--- config.mk ---
export PLATFORM = sky130hd
export DESIGN_NAME = fifo_wr_arbiter
export DESIGN_NICKNAME = d
export VERILOG_FILES = /design/src/rtl/fifo_arb_pkg.sv /design/src/rtl/fifo_level_ctr.sv /design/src/rtl/fifo_wr_arbiter.sv
export SDC_FILE = /design/constraint.sdc
export NUM_CORES = 1
export LEC_CHECK = 0
export ABC_AREA = 1
export ABC_CLOCK_PERIOD_IN_PS = 4400
export CAP_MARGIN = 20
export CORE_MARGIN = 2
export CORE_UTILIZATION = 42
export CTS_CLUSTER_SIZE = 8
export DETAILED_ROUTE_END_ITERATION = 12
export PLACE_DENSITY = 0.88
export SLEW_MARGIN = 20
export SYNTH_ARGS = -nofsm -noshare
export SYNTH_HDL_FRONTEND = slang
export SYNTH_SLANG_ARGS = --single-unit
--- constraint.sdc ---
create_clock -name w_clk -period 4.4 [get_ports w_clk]
set_input_delay 0.88 -clock w_clk [delete_from_list [all_inputs] [get_ports w_clk]]
set_output_delay 0.88 -clock w_clk [all_outputs]
set_load 0.02 [all_outputs]
--- src/rtl/fifo_arb_pkg.sv ---
// Shared types and defaults for the I2C byte-FIFO write-port arbiter.
package fifo_arb_pkg;

  typedef enum logic [1:0] {
    IDLE = 2'd0,
    OWN0 = 2'd1,
    OWN1 = 2'd2
  } state_t;

  typedef logic req_idx_t;

  localparam int DEF_DEPTH  = 8;
  localparam int DEF_DATA_W = 8;
  localparam int DEF_BURST  = 4;

  function automatic state_t own_state(input req_idx_t idx);
    return idx ? OWN1 : OWN0;
  endfunction

endpackage

--- src/rtl/fifo_level_ctr.sv ---
// FIFO occupancy counter: up on write, down on valid pop, sticky underflow.
// FIFO_ARB_WMARK_EN adds a registered watermark flag that tracks the level register.
module fifo_level_ctr
  import fifo_arb_pkg::*;
#(
  parameter int DEPTH = DEF_DEPTH
`ifdef FIFO_ARB_WMARK_EN
  , parameter int WMARK = 6
`endif
) (
  input  logic                       w_clk,
  input  logic                       n_rst,
  input  logic                       clear,
  input  logic                       wr,
  input  logic                       pop,
  output logic [$clog2(DEPTH+1)-1:0] level,
  output logic                       full,
  output logic                       empty,
  output logic                       underflow_err
`ifdef FIFO_ARB_WMARK_EN
  , output logic                     wmark_irq
`endif
);

  localparam int LW = $clog2(DEPTH+1);
  localparam logic [LW-1:0] ONE      = LW'(1);
  localparam logic [LW-1:0] FULL_LVL = LW'(DEPTH);

  logic [LW-1:0] level_nxt;
  logic          pop_ok;

  // A pop on an empty FIFO is dropped; a same-cycle write still counts.
  assign pop_ok = pop && (level != '0);
  assign full   = (level == FULL_LVL);
  assign empty  = (level == '0);

  always_comb begin
    level_nxt = level;
    if (clear)               level_nxt = '0;
    else if (wr && !pop_ok)  level_nxt = level + ONE;
    else if (!wr && pop_ok)  level_nxt = level - ONE;
  end

  always_ff @(posedge w_clk or negedge n_rst) begin
    if (!n_rst) begin
      level         <= '0;
      underflow_err <= 1'b0;
    end else begin
      level <= level_nxt;
      if (clear)                      underflow_err <= 1'b0;
      else if (pop && level == '0)    underflow_err <= 1'b1;
    end
  end

`ifdef FIFO_ARB_WMARK_EN
  localparam logic [LW-1:0] WMARK_LVL = LW'(WMARK);

  always_ff @(posedge w_clk or negedge n_rst) begin
    if (!n_rst) wmark_irq <= 1'b0;
    else        wmark_irq <= (level_nxt >= WMARK_LVL);
  end
`endif

endmodule

--- src/rtl/fifo_wr_arbiter.sv ---
// Round-robin, burst-limited arbiter sharing the FIFO write port between two requesters.
// Optional FIFO_ARB_WMARK_EN adds WMARK parameter and registered wmark_irq output.
module fifo_wr_arbiter
  import fifo_arb_pkg::*;
#(
  parameter int DEPTH  = DEF_DEPTH,
  parameter int DATA_W = DEF_DATA_W,
  parameter int BURST  = DEF_BURST
`ifdef FIFO_ARB_WMARK_EN
  , parameter int WMARK = 6
`endif
) (
  input  logic                       w_clk,
  input  logic                       n_rst,
  input  logic                       clear,
  input  logic                       req0,
  input  logic                       req1,
  input  logic [DATA_W-1:0]          data0,
  input  logic [DATA_W-1:0]          data1,
  output logic                       gnt0,
  output logic                       gnt1,
  input  logic                       pop,
  output logic [DATA_W-1:0]          fifo_w_data,
  output logic                       fifo_w_enable,
  output logic [$clog2(DEPTH+1)-1:0] level,
  output logic                       full,
  output logic                       empty,
  output logic                       underflow_err
`ifdef FIFO_ARB_WMARK_EN
  , output logic                     wmark_irq
`endif
);

  localparam int CW = $clog2(BURST+1);
  localparam logic [CW-1:0] LAST_BEAT = CW'(BURST-1);

  logic [1:0]             req;
  logic [1:0][DATA_W-1:0] data;
  state_t                 state, state_nxt;
  req_idx_t               rr_last, rr_last_nxt, own;
  logic [CW-1:0]          beat_cnt, beat_cnt_nxt;
  logic                   owning, beat, release_own;

  assign req  = {req1, req0};
  assign data = {data1, data0};

  assign owning        = (state == OWN0) || (state == OWN1);
  assign own           = (state == OWN1);
  assign gnt0          = (state == OWN0) && !full;
  assign gnt1          = (state == OWN1) && !full;
  assign beat          = owning && req[own] && !full;
  assign fifo_w_enable = beat;
  assign fifo_w_data   = data[own];

  always_comb begin
    state_nxt    = state;
    rr_last_nxt  = rr_last;
    beat_cnt_nxt = beat_cnt;
    release_own  = 1'b0;
    case (state)
      IDLE: begin
        if (&req)        state_nxt = own_state(~rr_last);
        else if (req[0]) state_nxt = OWN0;
        else if (req[1]) state_nxt = OWN1;
      end
      default: begin
        // While full, beat stays low so only a dropped request can release.
        release_own = !req[own] || (beat && beat_cnt == LAST_BEAT);
        if (release_own) begin
          rr_last_nxt  = own;
          beat_cnt_nxt = '0;
          if (req[~own])     state_nxt = own_state(~own);
          else if (req[own]) state_nxt = state;
          else               state_nxt = IDLE;
        end else if (beat) begin
          beat_cnt_nxt = beat_cnt + CW'(1);
        end
      end
    endcase
  end

  always_ff @(posedge w_clk or negedge n_rst) begin
    if (!n_rst) begin
      state    <= IDLE;
      rr_last  <= 1'b1;
      beat_cnt <= '0;
    end else if (clear) begin
      state    <= IDLE;
      rr_last  <= 1'b1;
      beat_cnt <= '0;
    end else begin
      state    <= state_nxt;
      rr_last  <= rr_last_nxt;
      beat_cnt <= beat_cnt_nxt;
    end
  end

  fifo_level_ctr #(
    .DEPTH(DEPTH)
`ifdef FIFO_ARB_WMARK_EN
    , .WMARK(WMARK)
`endif
  ) u_level (
    .w_clk         (w_clk),
    .n_rst         (n_rst),
    .clear         (clear),
    .wr            (beat),
    .pop           (pop),
    .level         (level),
    .full          (full),
    .empty         (empty),
    .underflow_err (underflow_err)
`ifdef FIFO_ARB_WMARK_EN
    , .wmark_irq   (wmark_irq)
`endif
  );

endmodule

# Word-level counts from Yosys, hierarchy flattened
# Cells that the tools add are included.
# op_classes
magnitude_cmp	2
muxes	28
bitwise_logic	1
eq_ne	7
n_addsub	3
reduce_logical	27
# op_table
cell	n
2-bit 2-to-1 mux	10
8-bit 2-to-1 mux	2
3-bit 2-to-1 mux	4
4-bit 2-to-1 mux	3
1-bit logical AND	9
1-bit 2-to-1 mux	9
3-bit nonzero test	3
2-bit AND reduction	3
5-bit != test, second input constant	1
4-bit by 1-bit adder with 4-bit output, second input constant	1
4-bit equality test, second input constant	1
1-bit logical NOT	4
4-bit logical NOT	1
1-bit by 2-bit less-than comparator with 1-bit output, second input constant	2
4-bit by 2-bit != test with 1-bit output, second input constant	1
2-bit nonzero test	2
4-bit nonzero test	1
4-bit by 1-bit subtractor with 4-bit output, second input constant	1
3-bit by 1-bit adder with 3-bit output, second input constant	1
3-bit by 2-bit equality test with 1-bit output, second input constant	1
3-bit AND reduction	1
2-bit by 1-bit equality test with 1-bit output, second input constant	1
2-bit equality test, second input constant	1
2-bit logical NOT	1
3 further kinds	4
# word_totals
regBits	11
output_inout_bits	18
inputBits	22

# Depth between registers and ports, before layout
# Gate-level depths: netlist of run 1.
# depth
ltp_word	10
mapped_depth	18
mapped_depth_nobuf	18

# By module
# From an unflattened synthesis of run 1, not the netlist that was laid out.
# hier_totals
cells_unflattened	150
hier_area_um2	1038.5
# modules_own_cells
mod	area_each_um2	cells_per_inst	seq_area_each_um2	n_inst
fifo_wr_arbiter	630.6	98	151.4	1
fifo_level_ctr	407.9	52	125.1	1

# Worst setup path before layout of run 1
# No wires, ideal clock.
# synth_timing
path_kind	input to register
startpoint	input req1
endpoint	register u_level.level[3]
path_stages	14
arrival_time_ns	2.254
t_required_ns	4.282
slack_ns	2.029
path_buffers	0
setup_ns	0.118
path_cell_list	nand2_1 nand2_1 nand2_1 nor2_4 nand2_4 ha_1 a21oi_1 nand3_1 nand2_1 inv_1 nand2_1 nand2_1 nand2_1 nand2_1
# synth_via
elab_chain_len	7
elab_cells_between_ends	10
classes_between	4 x mux; 6 x reduce/logical
# synth_rtl
item	line_no	source
from (decl)	fifo_wr_arbiter.sv:17	input logic req1,
1-bit 2-to-1 mux (implied by the code) * (2 in series)	fifo_wr_arbiter.sv:51	assign beat = owning && req[own] && !full;
1-bit logical AND * (2 in series)	fifo_wr_arbiter.sv:51	
named net fifo_w_enable	fifo_wr_arbiter.sv:24	output logic fifo_w_enable,
1-bit logical AND / 1-bit logical NOT (equally long branches)	fifo_level_ctr.sv:40, fifo_level_ctr.sv:41	
4-bit 2-to-1 mux / 1-bit logical AND (equally long branches)	fifo_level_ctr.sv:40, fifo_level_ctr.sv:41	
4-bit 2-to-1 mux / 3-bit nonzero test (equally long branches)	--	
to (signal assigned)	fifo_level_ctr.sv:49	level <= level_nxt;
to (decl)	fifo_level_ctr.sv:16	output logic [$clog2(DEPTH+1)-1:0] level,
# Mark *: on every way through the listed nets, which the timed path passes. The rest lies on a longest branch. The select of a mux whose other input is x is not followed.
# A chain may end at the register's enable or synchronous reset.

# Worst setup path after layout of run 1
# layout_timing
startpoint	input req0
endpoint	output fifo_w_enable
# layout_via
elab_chain_len	4
# layout_rtl
item	line_no	source
from (decl)	fifo_wr_arbiter.sv:16	input logic req0,
1-bit 2-to-1 mux (implied by the code) (2 in series)	fifo_wr_arbiter.sv:51	
1-bit logical AND (2 in series)	fifo_wr_arbiter.sv:51	
to (decl)	fifo_wr_arbiter.sv:24	
# No other way between the ends. The select of a mux whose other input is x is not followed.

==> results.txt, run 1 <==
- Dividing the final minimum period by the clock period gives between 70 and 80%.
- Switching power as a share of total power: ~50%
- Final net count: 223
- Hold Crit Start: rr_last
- In this run the vertical extent of the chip is 51.83 µm.
* Average cell area after synthesis: between 6 and 7 µm²
- Total iterations of the first detailed-routing run: 4
- Max Fclk: about 0.30 GHz
- STA puts the critical path data arrival time at 2.43 ns.
- Global routing used about 41% of the available met2 tracks.
- Status: completed
- Count of clock tree sinks: 11
* Setup repair after global routing missed its margin: false
* R2r startpoint: state[0]
- Synthesis-to-layout area growth: 45.57%
- Final worst path period need: 3.314 ns
- Buffers added to address setup during post-CTS repair amount to 0.
- Global routing used 21.48% of the available tracks.
- After detailed routing, the number of vias per cell comes to between 4 and 5.
* Fin Setup TNS: 0 ns
- Remaining antenna violation count: 0
* Number of CTS-inserted buffers: 3
- For this configuration, the core starts out at a cell density of a little over two fifths.
- IR analysis of the VDD net gives a maximum drop of ~0.31 mV.
- Root buffer cell: sky130_fd_sc_hd__clkbuf_4
- Clock-pin slew reported for the worst setup and hold paths after clock tree synthesis: roughly 0.070 ns
* Number of H-tree branching levels: 1
- Worst-Margin Slew: a little over 0.5 ns
- The via count of the first global-routing pass was 1,040.
* Adder-Cell Fraction of Synth Area: 11.20%
* Final Max Tran Viols: 0
* Clk pwr share: ~8.4%
- After the first detailed-routing iteration, the DRC count stood at 31.
- After global routing the overflow that remains totals 0.
- TritonCTS built the clock tree.
* Source-to-sink clock delay at the later pin of the worst-skew pair: between 0.2 and 0.3 ns
- For this run, global-route usage on met3 was measured as between 6 and 7%.
- Post-CTS sizing: 0
- Summing the areas of all and, or, nand and nor instances in the mapped netlist gives 41.15% of the synthesized area.
* Worst hold slack after final layout: 0.4628 ns
- The post-route netlist has between 6 and 7% of its cells at a drive strength greater than 1.
* Relative slew slack: 65.24%
- Fin Clk Skew: about 0.0028 ns
* Required @ worst endpoint: roughly 3.5 ns
- 0 antenna diodes ended up in the layout.
- Die outline area: between 2000 and 3000 µm²
* Port bufs: 39
* Clock tree buffer depth: 2
* RePlAce Congestion: about 0.93
* Nature of the critical path endpoint: output pin
* Dominant combinational cell family by area after synthesis: simple AND/OR/NAND/NOR gates
- The total count of hold-check failures in the final report is 0.
* Source of the critical timing path: req0
- Entering global routing, the biggest net connects 16 pins.
- After detailed routing, the average wire length per cell comes to between 10 and 15 µm.
* Placeable Area: ~2200 µm²
- The initial antenna violation count is 0.
- Number of buffers inserted by hold repair at cts: 0
* NetSw: between 0.0004 and 0.0005 W
- Summed over all cells, the static leakage comes to about 0.70 nW.
- met2 is the most crowded layer.
* Proportion of synthesized area in mux cells: 0%
- Global routing used a little under a quarter of the available met1 tracks.
- XOR/XNOR Fraction of Synth Area: less than 1%
- Post-synthesis instance area: just under 1000 µm²
* Worst Path Class, Setup: primary input to output pin
- After synthesis, flip-flops and latches occupy ~29% of the total area.
- The worst setup path is launched from a primary input.
* Net Count, Synth: 182
- The synthesized netlist contains 21 unique library cells.
- Drt total wl: 2620 µm
- X dimension of the die: just over 50 µm
- First-pass GRT wire length: roughly 4300 µm
- Ports: 40
- Cell count after synthesis: 152
* Relative contribution of combinational cells to total power: between 70% and 80%
* Power share of the sequential group: approximately 20%
- For this run, the number of Yosys warnings is 0.
* Number of rows created at floorplan: 17
* Hold/Removal Path Class: flop to flop
* Share of the synthesized area in compound gates (AO/OA/AOI/OAI): approximately 7.9%
- Along the worst path, the maximum fanout reaches 4.
- # setup viols final: 0
- Vias: 1,090
* Reported max-cap violation count: 0
* Detailed placer's ending HPWL: 2160 µm
- Internal power summed over all cells: approximately 0.0004 W
- Flip-flop and latch count after synthesis: 11
* DRC violations left: 0
- Power spread over the standard cell area amounts to 586.5 nW/µm².
critical path: stages:
cell	delay, ns
sky130_fd_sc_hd__clkdlybuf4s50_1	0.52
sky130_fd_sc_hd__nand2_1	0.08
sky130_fd_sc_hd__nand2_1	0.08
sky130_fd_sc_hd__nand2_1	0.09
sky130_fd_sc_hd__nor2_4	0.15
sky130_fd_sc_hd__clkdlybuf4s50_1	0.63
sequential cells by signal (all words and copies together), names as in the netlist:
name,count
u_level.level,4
state,2
beat_cnt,3
rr_last,1
u_level.underflow_err,1
synth_stat cells:
master,n,area (µm²)
sky130_fd_sc_hd__a21oi_1,3,15.01
sky130_fd_sc_hd__a21oi_4,1,16.27
sky130_fd_sc_hd__buf_2,2,10.01
sky130_fd_sc_hd__clkbuf_1,1,3.750
sky130_fd_sc_hd__dfrtp_1,10,250.2
sky130_fd_sc_hd__dfstp_2,1,26.28
sky130_fd_sc_hd__fa_1,1,20.02
sky130_fd_sc_hd__ha_1,7,87.58
sky130_fd_sc_hd__inv_1,18,67.56
sky130_fd_sc_hd__inv_2,4,15.01
sky130_fd_sc_hd__nand2_1,64,240.2
sky130_fd_sc_hd__nand2_2,1,6.260
sky130_fd_sc_hd__nand2_4,1,11.26
sky130_fd_sc_hd__nand3_1,8,40.04
sky130_fd_sc_hd__nand4_1,5,31.28
sky130_fd_sc_hd__nor2_1,13,48.80
sky130_fd_sc_hd__nor2_2,1,6.260
sky130_fd_sc_hd__nor2_4,1,11.26
sky130_fd_sc_hd__o21ai_0,3,15.01
sky130_fd_sc_hd__o21ai_1,6,30.03
sky130_fd_sc_hd__xnor2_1,1,8.760
per-layer routing:
metal  up-vias  share of wire (%)  wire, µm
met5         -                  0         0
met2        26                 54      1407
met1       506                 40      1039
met3         6                5.2       136
li1        552                  -         -
met4         0                1.4        37
layout by cell type, fill, tap and decap left out, drive strengths merged:
| master | count |
|---|---|
| a21oi | 4 |
| clkbuf | 4 |
| clkdlybuf4s50 | 39 |
| dfrtp | 10 |
| dfstp | 1 |
| fa | 1 |
| ha | 7 |
| inv | 22 |
| nand2 | 66 |
| nand3 | 8 |
| nand4 | 5 |
| nor2 | 15 |
| o21ai | 9 |
| xnor2 | 1 |
power by group through the flow:
stage,registers [W],clock network [W],logic [W]
after floorplan,0.000174,0,0.000365
after global placement,0.000160,0,0.000566
after detailed placement,0.000162,0,0.000589
after CTS,0.000160,0.0000716,0.000591
after global routing,0.000165,0.0000758,0.000653
final,0.000161,0.0000686,0.000591
area by class of cell:
| cell class | count | area [µm²] |
|---|---|---|
| fillers | 187 | 792.0 |
| multi-input cells | 116 | 588.1 |
| clock buffers | 4 | 26.28 |
| repair buffers | 39 | 390.4 |
| flip-flops and latches | 11 | 276.5 |
| well taps | 28 | 35.03 |
| inverters | 22 | 82.58 |
path summary, 6_finish.rpt:
check | slack [ns] | cells past startpoint | to
min reg2reg | 0.46 | 2 | rr_last
max in group asynchronous | 3.09 | 1 | rr_last
max reg2reg | 1.72 | 17 | u_level.level[3]
min in group asynchronous | 0.95 | 1 | beat_cnt[2]
max | 1.09 | 6 | fifo_w_enable
min | 0.46 | 2 | rr_last
through the flow:
stage / std cells / setup slack [ns] / util, % / cell area (µm²) / total power, W
floorplan: 152 / 2.029 / - / 960.9 / 0.0005391
global placement: 216 / 1.140 / 62.65 / 1373 / 0.0007253
detailed placement: 216 / 1.090 / 62.65 / 1373 / 0.0007508
CTS: 220 / 1.090 / 63.85 / 1399 / 0.0008231
global route: 220 / 0.9734 / 63.85 / 1399 / 0.0008941
finish: 220 / 1.086 / 63.85 / 1399 / 0.0008204
logic make-up after synthesis:
family,Yosys count
AO/OA/AOI/OAI,13
flip-flops,11
buffers and inverters,25
adder cells (fa/ha/maj),8
XOR/XNOR,1
AND/OR/NAND/NOR,94
No activity file was read; power rests on OpenSTA's default activity.
==> run 2: changes to the inputs <==
--- a/config.mk
+++ b/config.mk
@@ -6,13 +6,13 @@
 export NUM_CORES = 1
 export LEC_CHECK = 0
 export ABC_AREA = 1
-export ABC_CLOCK_PERIOD_IN_PS = 4400
+export ABC_CLOCK_PERIOD_IN_PS = 2800
 export CAP_MARGIN = 20
 export CORE_MARGIN = 2
-export CORE_UTILIZATION = 42
+export CORE_UTILIZATION = 38
 export CTS_CLUSTER_SIZE = 8
 export DETAILED_ROUTE_END_ITERATION = 12
-export PLACE_DENSITY = 0.88
+export PLACE_DENSITY = 0.84
 export SLEW_MARGIN = 20
 export SYNTH_ARGS = -nofsm -noshare
 export SYNTH_HDL_FRONTEND = slang
==> constraint.sdc (replaced) <==
create_clock -name w_clk -period 2.8 [get_ports w_clk]
set_input_delay 0.56 -clock w_clk [delete_from_list [all_inputs] [get_ports w_clk]]
set_output_delay 0.56 -clock w_clk [all_outputs]
set_load 0.02 [all_outputs]
==> results.txt, run 2 (synthesis results as in run 1) <==
- Relative contribution of combinational cells to total power: between 70% and 80%
- Post-detailed-route wirelength per cell: approximately 11 µm
- The repair_antennas step left the layout with diodes totalling 0.
- Met2 track demand over resource in global routing: a little under a third
* First-pass GRT wire length: 4043 µm
- Setup violations remaining at the end of the flow were counted as 0.
- Global routing consumed, on the met1 layer, 22.20% of the routing resources.
- Number of CTS-inserted buffers: 3
- Post-route insts no fill: about 220
- Number of flip-flops in the largest register: 4
- Number of hold violations in the final report: 0
- The floorplan step set the die height to approximately 54 µm.
- Worst Path Max Fanout: 10
- Hold Crit Start: rr_last
* Nature of the critical path endpoint: output pin
* Switching power as a share of total power: 49.41%
- GRT Overall Usage: 18.77%
- Register-to-register setup slack: roughly 0.30 ns
* Total congestion overflow after global routing: 0
* Post-Place Setup Slack: ~0.17 ns
- The initialized floorplan defines 18 standard-cell rows.
- The via count of the first global-routing pass came to ~990.
- Antenna violations before repair: 0
- Hold/Removal Path Class: flop to flop
- R2r startpoint: state[0]
* Relative slew slack: around 66%
* Synthesis-to-layout area growth: 47.14%
- Ports: 40
- In the finished design, the share of the clock period the worst path needs comes to 93.82%.
- Leaving out fill and tap cells, the most frequent cell in the layout is sky130_fd_sc_hd__nand2_1.
* Proportion of layout cells with a drive suffix above 1: 7.254%
- Worst reg-to-reg path cell count: 17
- RePlAce Congestion: 0.7735
- After legalization and detailed placement, the total HPWL measured 1940 µm.
* Final net count: 224
- For hold timing, the worst endpoint is rr_last.
- Crit path largest cell delay: 0.59 ns
- Dividing the detail-routed via count by the number of cells gives 4.726.
- After layout, the minimum clock period comes to roughly 2.6 ns.
- Number of buffers and inverters on the critical path: 3
- Across all setup checks in the final design, the least slack found is 0.1730 ns.
- Count of clock tree sinks: 11
- Most flops, register: u_level.level
- Setup repair after global routing missed its margin: false
- Clk pwr share: 8.4%
- Count of buffers added by post-CTS timing repair for setup: 0
- IR analysis of the VDD net gives a maximum drop of roughly 0.56 mV.
* DRC violations left: 0
- In the global route stage, met3 resource usage came out at roughly 6.6%.
* Effective utilization at floorplan: 39.51%
- STA classifies the critical path startpoint as a flop.
- The first detailed-routing pass ran for 4 iterations.
- In this design, the critical path's most frequently occurring cell is sky130_fd_sc_hd__nand2_1.
- Critical-path cell with the highest stage delay: sky130_fd_sc_hd__clkdlybuf4s50_1
- Counting along the longest clock path gives a buffer depth of 2.
- Across all layers, the routed design uses 1,054 vias.
- Power per Cell Area: 908.4 nW/µm²
- Worst R2R End: u_level.level[3]
- Max Fclk: between 0.3 and 0.4 GHz
* Drt total wl: about 2400 µm
- Fin Clk Skew: approximately 0.0033 ns
* Fin Setup TNS: 0 ns
- NetSw: approximately 0.00063 W
* Maximum number of pins on one net before global-route repair: 13
- Cells traversed along the worst timing path: inv_1 -> ha_1 -> buf_4 -> nand2_1 -> nand2_1 -> clkdlybuf4s50_1
- The core region is roughly 2400 µm².
- Final Max Tran Viols: 0
* Worst hold slack after final layout: between 0.4 and 0.5 ns
- TritonCTS built the clock tree.
* Cell family with most CP delay: buffers and inverters
* Source-to-sink clock delay at the later pin of the worst-skew pair: 0.27 ns
- The run finished with clean final reports.
- Commonest cells after routing, fill and taps aside: sky130_fd_sc_hd__nand2_1, sky130_fd_sc_hd__clkdlybuf4s50_1, sky130_fd_sc_hd__inv_1
* Reported max-cap violation count: 0
- Arrival @ worst endpoint: about 2.1 ns
* Port bufs: 39
- Along the worst hold path, the cell count comes to 2.
* X dimension of the die: 54.29 µm
- Registers with the highest flip-flop counts: u_level.level: 4 flops, beat_cnt: 3 flops, state: 2 flops
- Number of fill cells in the layout: 235
- The analysis attributes to cell leakage a power of roughly 0.73 nW.
- At the pin with the least slew margin, the transition time is approximately 0.51 ns.
- Die outline area: roughly 3000 µm²
* Power share of the sequential group: roughly 20%
- Internal power summed over all cells: between 0.0006 and 0.0007 W
- Clock-pin slew reported for the worst setup and hold paths after clock tree synthesis: approximately 0.07 ns
- The tree is rooted in a sky130_fd_sc_hd__clkbuf_4.
* Remaining antenna violation count: 0
- For the worst setup path, the data required time is 2.24 ns.
- Count of routing violations after the opening detailed-route iteration: 22
- CTS built an H-tree with a depth of 1.
- The critical path in this run is classified as flop to output pin.
- Placed cell count: between 200 and 250
- The layer flagged by global routing as most heavily used is met2.
-- run 2: changes by cell type in the layout (fill, tap and decap cells not counted) --
cell / change
sky130_fd_sc_hd__inv_4: +1
sky130_fd_sc_hd__inv_2: -1
sky130_fd_sc_hd__dlymetal6s2s_1: +1
sky130_fd_sc_hd__buf_4: +1
sky130_fd_sc_hd__clkdlybuf4s50_1: -1
-- run 2: worst max-delay path by stage --
| stage | cells after the start | end | from |
|---|---|---|---|
| final | 6 | fifo_w_data[7] | state[0] |
| after global routing | 6 | fifo_w_data[6] | state[0] |
| after CTS | 8 | fifo_w_enable | state[0] |
| after detailed placement | 6 | fifo_w_enable | req0 |
| after global placement | 6 | fifo_w_enable | req0 |
| after floorplan | 17 | u_level.level[3] | state[0] |
-- run 2: what timing repair did --
item	4_1_cts	5_1_grt
hold buffers	0	0
resized for setup	1	1
gates cloned	0	0
setup endpoints to repair	1	1
pin swaps	0	0
-- run 2: metal layers --
metal,share of wire (%),wire [µm]
met5,0,0
met4,1.0,25
met3,5.3,127
met2,49,1161
met1,45,1074
-- run 2: power by group through the flow --
| stage | combinational [W] | sequential [W] | clock (W) |
|---|---|---|---|
| after global routing | 0.00105 | 0.000258 | 0.000120 |
| after detailed placement | 0.000921 | 0.000255 | 0 |
| after floorplan | 0.000574 | 0.000273 | 0 |
| after CTS | 0.000930 | 0.000252 | 0.000112 |
| final | 0.000924 | 0.000252 | 0.000108 |
| after global placement | 0.000901 | 0.000253 | 0 |
-- run 2: tightest hold or removal path, cell delays in order (launching register included) --
cell,delay [ns]
sky130_fd_sc_hd__dfstp_2,0.37
sky130_fd_sc_hd__nand2_1,0.05
sky130_fd_sc_hd__nand2_1,0.04
-- run 2: cell type report --
| class | count | area [µm²] | area share (%) |
|---|---|---|---|
| Tap cell | 30 | 37.54 | 2.655 |
| Clock buffer | 4 | 26.28 | 1.858 |
| Multi-Input combinational cell | 116 | 588.1 | 41.59 |
| Sequential cell | 11 | 276.5 | 19.56 |
| Timing Repair Buffer | 40 | 400.4 | 28.32 |
| Inverter | 22 | 85.08 | 6.018 |
-- run 2: per-stage QoR --
stage | power, W | util, % | area (µm²)
4_1_cts | 0.001293 | 58.02 | 1411
3_5_place_dp | 0.001176 | 56.84 | 1383
3_3_place_gp | 0.001154 | 56.84 | 1383
5_1_grt | 0.001426 | 58.13 | 1414
6_report | 0.001284 | 58.13 | 1414
2_1_floorplan | 0.0008471 | - | 960.9
